### src/rtl/cpu_width_pkg.sv
// Shared width constants, 9-bit immediate limits and buffer state type for the
// 16<->9 bit sign conversion stages.
package cpu_width_pkg;
    localparam int IN_W  = 16;
    localparam int OUT_W = 9;

    localparam logic [OUT_W-1:0] IMM9_MAX = 9'h0FF;
    localparam logic [OUT_W-1:0] IMM9_MIN = 9'h100;

    typedef enum logic {
        EMPTY = 1'b0,
        FULL  = 1'b1
    } narrow_state_t;
endpackage

### src/rtl/narrow_fit_check.sv
// Purpose: narrows a 16-bit signed value to 9 bits, saturating or wrapping on overflow.
// Latency: purely combinational.
// Backpressure: none; the caller decides when the result is captured.
module narrow_fit_check
    import cpu_width_pkg::*;
(
    input  logic [IN_W-1:0]  data_in,
    input  logic             sat_en,
    output logic [OUT_W-1:0] data_narrow,
    output logic             ovf
);
    logic [IN_W-OUT_W:0] hi_bits;
    logic                fits;

    // The value fits only if every bit above the 9-bit sign position repeats it.
    assign hi_bits = data_in[IN_W-1:OUT_W-1];
    assign fits    = (&hi_bits) | ~(|hi_bits);

    always_comb begin
        ovf         = ~fits;
        data_narrow = data_in[OUT_W-1:0];
        if (!fits && sat_en) begin
            data_narrow = data_in[IN_W-1] ? IMM9_MIN : IMM9_MAX;
        end
    end
endmodule

### src/rtl/sign_narrow_16to9.sv
// Purpose: registered 16-to-9 bit signed narrowing with overflow status and event counter.
// Latency: one cycle from accept to out_valid.
// Backpressure: one-entry buffer; in_ready follows out_ready when full, so drain and refill share a cycle.
module sign_narrow_16to9
    import cpu_width_pkg::*;
#(
    parameter int CNT_W = 8
)
(
    input  logic             clk,
    input  logic             rst,
    input  logic             in_valid,
    output logic             in_ready,
    input  logic [IN_W-1:0]  data_in,
    input  logic             sat_en,
    output logic             out_valid,
    input  logic             out_ready,
    output logic [OUT_W-1:0] data_out,
    output logic             ovf,
    output logic             ovf_sticky,
    output logic [CNT_W-1:0] ovf_count,
    input  logic             clr_status
);
    narrow_state_t    state;
    narrow_state_t    state_nxt;
    logic             accept;
    logic             drain;
    logic [OUT_W-1:0] fit_dat;
    logic             fit_ovf;
    logic [CNT_W-1:0] cnt_base;

    narrow_fit_check u_fit (
        .data_in     (data_in),
        .sat_en      (sat_en),
        .data_narrow (fit_dat),
        .ovf         (fit_ovf)
    );

    assign accept = in_valid & in_ready;
    assign drain  = out_valid & out_ready;

    always_ff @(posedge clk or posedge rst) begin
        if (rst) begin
            state <= EMPTY;
        end else begin
            state <= state_nxt;
        end
    end

    always_comb begin
        state_nxt = state;
        case (state)
            EMPTY:   if (accept) state_nxt = FULL;
            FULL:    if (drain && !accept) state_nxt = EMPTY;
            default: state_nxt = EMPTY;
        endcase
    end

    always_comb begin
        out_valid = (state == FULL);
        in_ready  = (state == EMPTY) | out_ready;
    end

    always_ff @(posedge clk or posedge rst) begin
        if (rst) begin
            data_out <= '0;
            ovf      <= 1'b0;
        end else if (accept) begin
            data_out <= fit_dat;
            ovf      <= fit_ovf;
        end
    end

    // A clear in the same cycle as a new overflow counts that overflow from zero.
    assign cnt_base = clr_status ? '0 : ovf_count;

    always_ff @(posedge clk or posedge rst) begin
        if (rst) begin
            ovf_sticky <= 1'b0;
            ovf_count  <= '0;
        end else if (accept && fit_ovf) begin
            ovf_sticky <= 1'b1;
            ovf_count  <= (cnt_base == '1) ? cnt_base : cnt_base + CNT_W'(1);
        end else if (clr_status) begin
            ovf_sticky <= 1'b0;
            ovf_count  <= '0;
        end
    end
endmodule

### config.mk
export PLATFORM = sky130hd
export DESIGN_NAME = sign_narrow_16to9
export DESIGN_NICKNAME = d
export VERILOG_FILES = /design/src/rtl/cpu_width_pkg.sv /design/src/rtl/narrow_fit_check.sv /design/src/rtl/sign_narrow_16to9.sv
export SDC_FILE = /design/constraint.sdc
export NUM_CORES = 1
export LEC_CHECK = 0
export BUFFER_PORTS_ARGS = -buffer_cell sky130_fd_sc_hd__buf_2
export CORE_MARGIN = 2
export CORE_UTILIZATION = 44
export DETAILED_ROUTE_END_ITERATION = 10
export PLACE_DENSITY = 0.79
export SLEW_MARGIN = 30
export SYNTH_ARGS = -nofsm -noshare
export SYNTH_HDL_FRONTEND = slang
export SYNTH_HIERARCHICAL = 1
export SYNTH_SLANG_ARGS = --single-unit
### constraint.sdc
create_clock -name clk -period 2.62 [get_ports clk]
set_input_delay 0.131 -clock clk [delete_from_list [all_inputs] [get_ports clk]]
set_output_delay 0.131 -clock clk [all_outputs]
set_load 0.02 [all_outputs]
==> out/results.ini <==
[outcome]
outcome=finished, final reports clean

[floorplan]
die-area_sq_um=2800
die_w_microns=52.9
start_util_pct=47.1
io_pins=43
core_area_sq_um=2230
row_count=17
fp.dieH_microns=52.9

[critical_path]
cp.arrival_ns=1.73
critical_path_class=reg -> reg
path_cells=nand2b_1 -> nand3_1 -> or4_1 -> o21ai_1
endpoint_kind=register
rrSetupSlack_ns=1.12
worst_ep_required_time_ns=2.85
startpoint=out_valid
crit_slowest_cell=or4_1
worst_setup_path_start_kind=register
r2r-end=ovf_count[5]
r2r_start=out_valid
r2r_cells=4
worst-path-max-fanout=8
crit_path_max_incr_delay_ns=0.51
crit_path_end=ovf_count[5]

[pwr]
p_per_area_nw_per_um2=537
peakVddDrop_mv=0.348
p_leak_nw=0.685

[global_routing]
track_usage_pct=17.9
antenna_found_initial=0
grt_overflow_total=0
grt_pass1_vias=846
grt_max_degree=21
grt_pass1_wl_microns=3670

[place]
place.gp.congestion=0.826
io_buffers=42
dpl_cell_area_sq_um=1270
hpwl_microns=1710

[sta]
setup_tns_ns=0
hold_viol_final=0
grt_setup_unrepaired=no
fin_skew_ns=0.00560
layout_min_cycle_time_ns=1.50
fmax_mhz=668
setup_viol=0
worst_pin_slew_ns=0.744
drv_slew=0
max_slew_margin_pct=50.4
fin_crit_sh_pct=57.1

[layout]
n_antenna_cell=0
final_util_pct=59.0
nets=160
final_area_sq_um=1320
drive_gt1_share_pct=46.0
area_delta_synth_final_pct=25.5

[routing]
drc_errors=0
vias=874
top_layer=met3
drt-initial-drc-count=6
route.layer.met1.wl_microns=945
dr.pass1.iters=4
wl_met3_microns=157
postRouteWirelength_microns=2170
wl_met2_microns=1070
ant_nets=0
viasPerCell=5.30
wl_per_cell_microns=13.2

[synth]
yosys_warnings=6
synth_ff_type=dfrtp_1
synthArstFlopShare_pct=100
syn_area_sq_um=1050
yosysUniqueCellTypes=33
synth_top_cells_by_count=20 x dfrtp_1, 10 x mux2_2, 8 x a21o_1
ys_seq_area_share_pct=47.6
synth.avg_cell_area_sq_um=11.3
synthTopCellsByArea=dfrtp_1 48%, mux2_2 11%, a21o_1 5.7%
yosysMostFrequentCell=dfrtp_1
synth_top_area_share_pct=47.6
syn-num-nets=115
syn_inst=93
synth_top_area_cell=dfrtp_1
synth-edff-count=0
ys_ff_latch=20

[run]
cap_viol_max_count=0

[cts]
htreeDepth=1
clk_path_buf_depth=2
post_cts_buffers=0
cts_made_buffers=3
root_buffer=clkbuf_4
cts_tree=built
post_cts_resize_count=0
clock_latency_ns=0.30
cts.clk_slew.worst_paths_ns=0.11
cts_sinks=20

[min_path]
hp-class=in -> reg

==> per-layer routing <==
layer | vias up | track usage (%)
met3 | 0 | 3.95
met5 | - | 0
met1 | 411 | 21.7
met2 | 31 | 32.3
met4 | 0 | 3.85
li1 | 432 | -
==> kinds of logic after synthesis <==
logic type / after synthesis / share of synthesized area (%)
flip-flops: 20 / 47.6
buffers and inverters: 6 / 3.33
multiplexers: 11 / 11.7
AND/OR/NAND/NOR: 36 / 24.8
XOR/XNOR: 1 / 0.833
AO/OA/AOI/OAI: 19 / 11.8
==> how the worst min path moves through the flow <==
stage / from / to / slack (ns) / depth (start not counted)
detailed placement: rst / data_out[5] / 0.30 / 2
CTS: in_valid / out_valid / 0.1 / 2
global route: in_valid / out_valid / 0.11 / 2
floorplan: rst / data_out[0] / 0.09 / 1
finish: in_valid / out_valid / 0.10 / 2
global placement: rst / data_out[6] / 0.29 / 2
==> worst max-delay path: cells and delay by family, from the launching register on <==
kind,cells,cell delay (ns)
AOI/OAI and AO/OA,1,0.08
DFF,1,0.39
and+or+nand+nor,3,0.96
==> report_power, final <==
| part | switching (mW) | leakage, nW | internal, mW |
|---|---|---|---|
| sequential | 0.0182 | 0.251 | 0.340 |
| clock | 0.0949 | 0.0210 | 0.0846 |
| combinational | 0.0988 | 0.413 | 0.0714 |
| total | 0.212 | 0.685 | 0.496 |
==> flip-flops by register name, indices dropped and copies added, names as in the netlist <==
name and flops:
ovf 1, ovf_sticky 1, out_valid 1, data_out 9
ovf_count 8
==> timing repair <==
item | 4_1_cts | 5_1_grt
endpoints found under the setup margin | 0 | 0
hold buffers | 1 | 0
hold endpoints to repair | 20 | 0
==> cell usage in the layout, fill, tap and decap left out, types with 2 or more instances in the layout <==
master,n
nand4_1,3
o21ai_0,3
buf_2,42
nor3_1,5
a21o_1,8
clkbuf_4,3
mux2_2,10
a31oi_1,2
nor2_1,5
inv_1,3
a21oi_1,3
dfrtp_1,20
nand2_1,7
nand2b_1,3
==> layout make-up <==
type	count	area (sq um)
Fill cell	190	915
Multi-Input combinational cell	67	515
Sequential cell	20	500
Timing Repair Buffer	43	220
Clock buffer	4	36.3
Tap cell	28	35.0
Inverter	3	11.3
==> per-stage QoR <==
step	hold slack, ns	instances	setup WS, ns	total power [mW]
floorplan	0.0948	93	1.15	0.471
global placement	0.288	160	1.06	0.530
detailed placement	0.298	160	0.938	0.537
CTS	0.0998	165	1.12	0.714
global route	0.113	165	1.01	0.746
finish	0.102	165	1.12	0.708
Note: power is estimated with default switching activity, not from simulation.
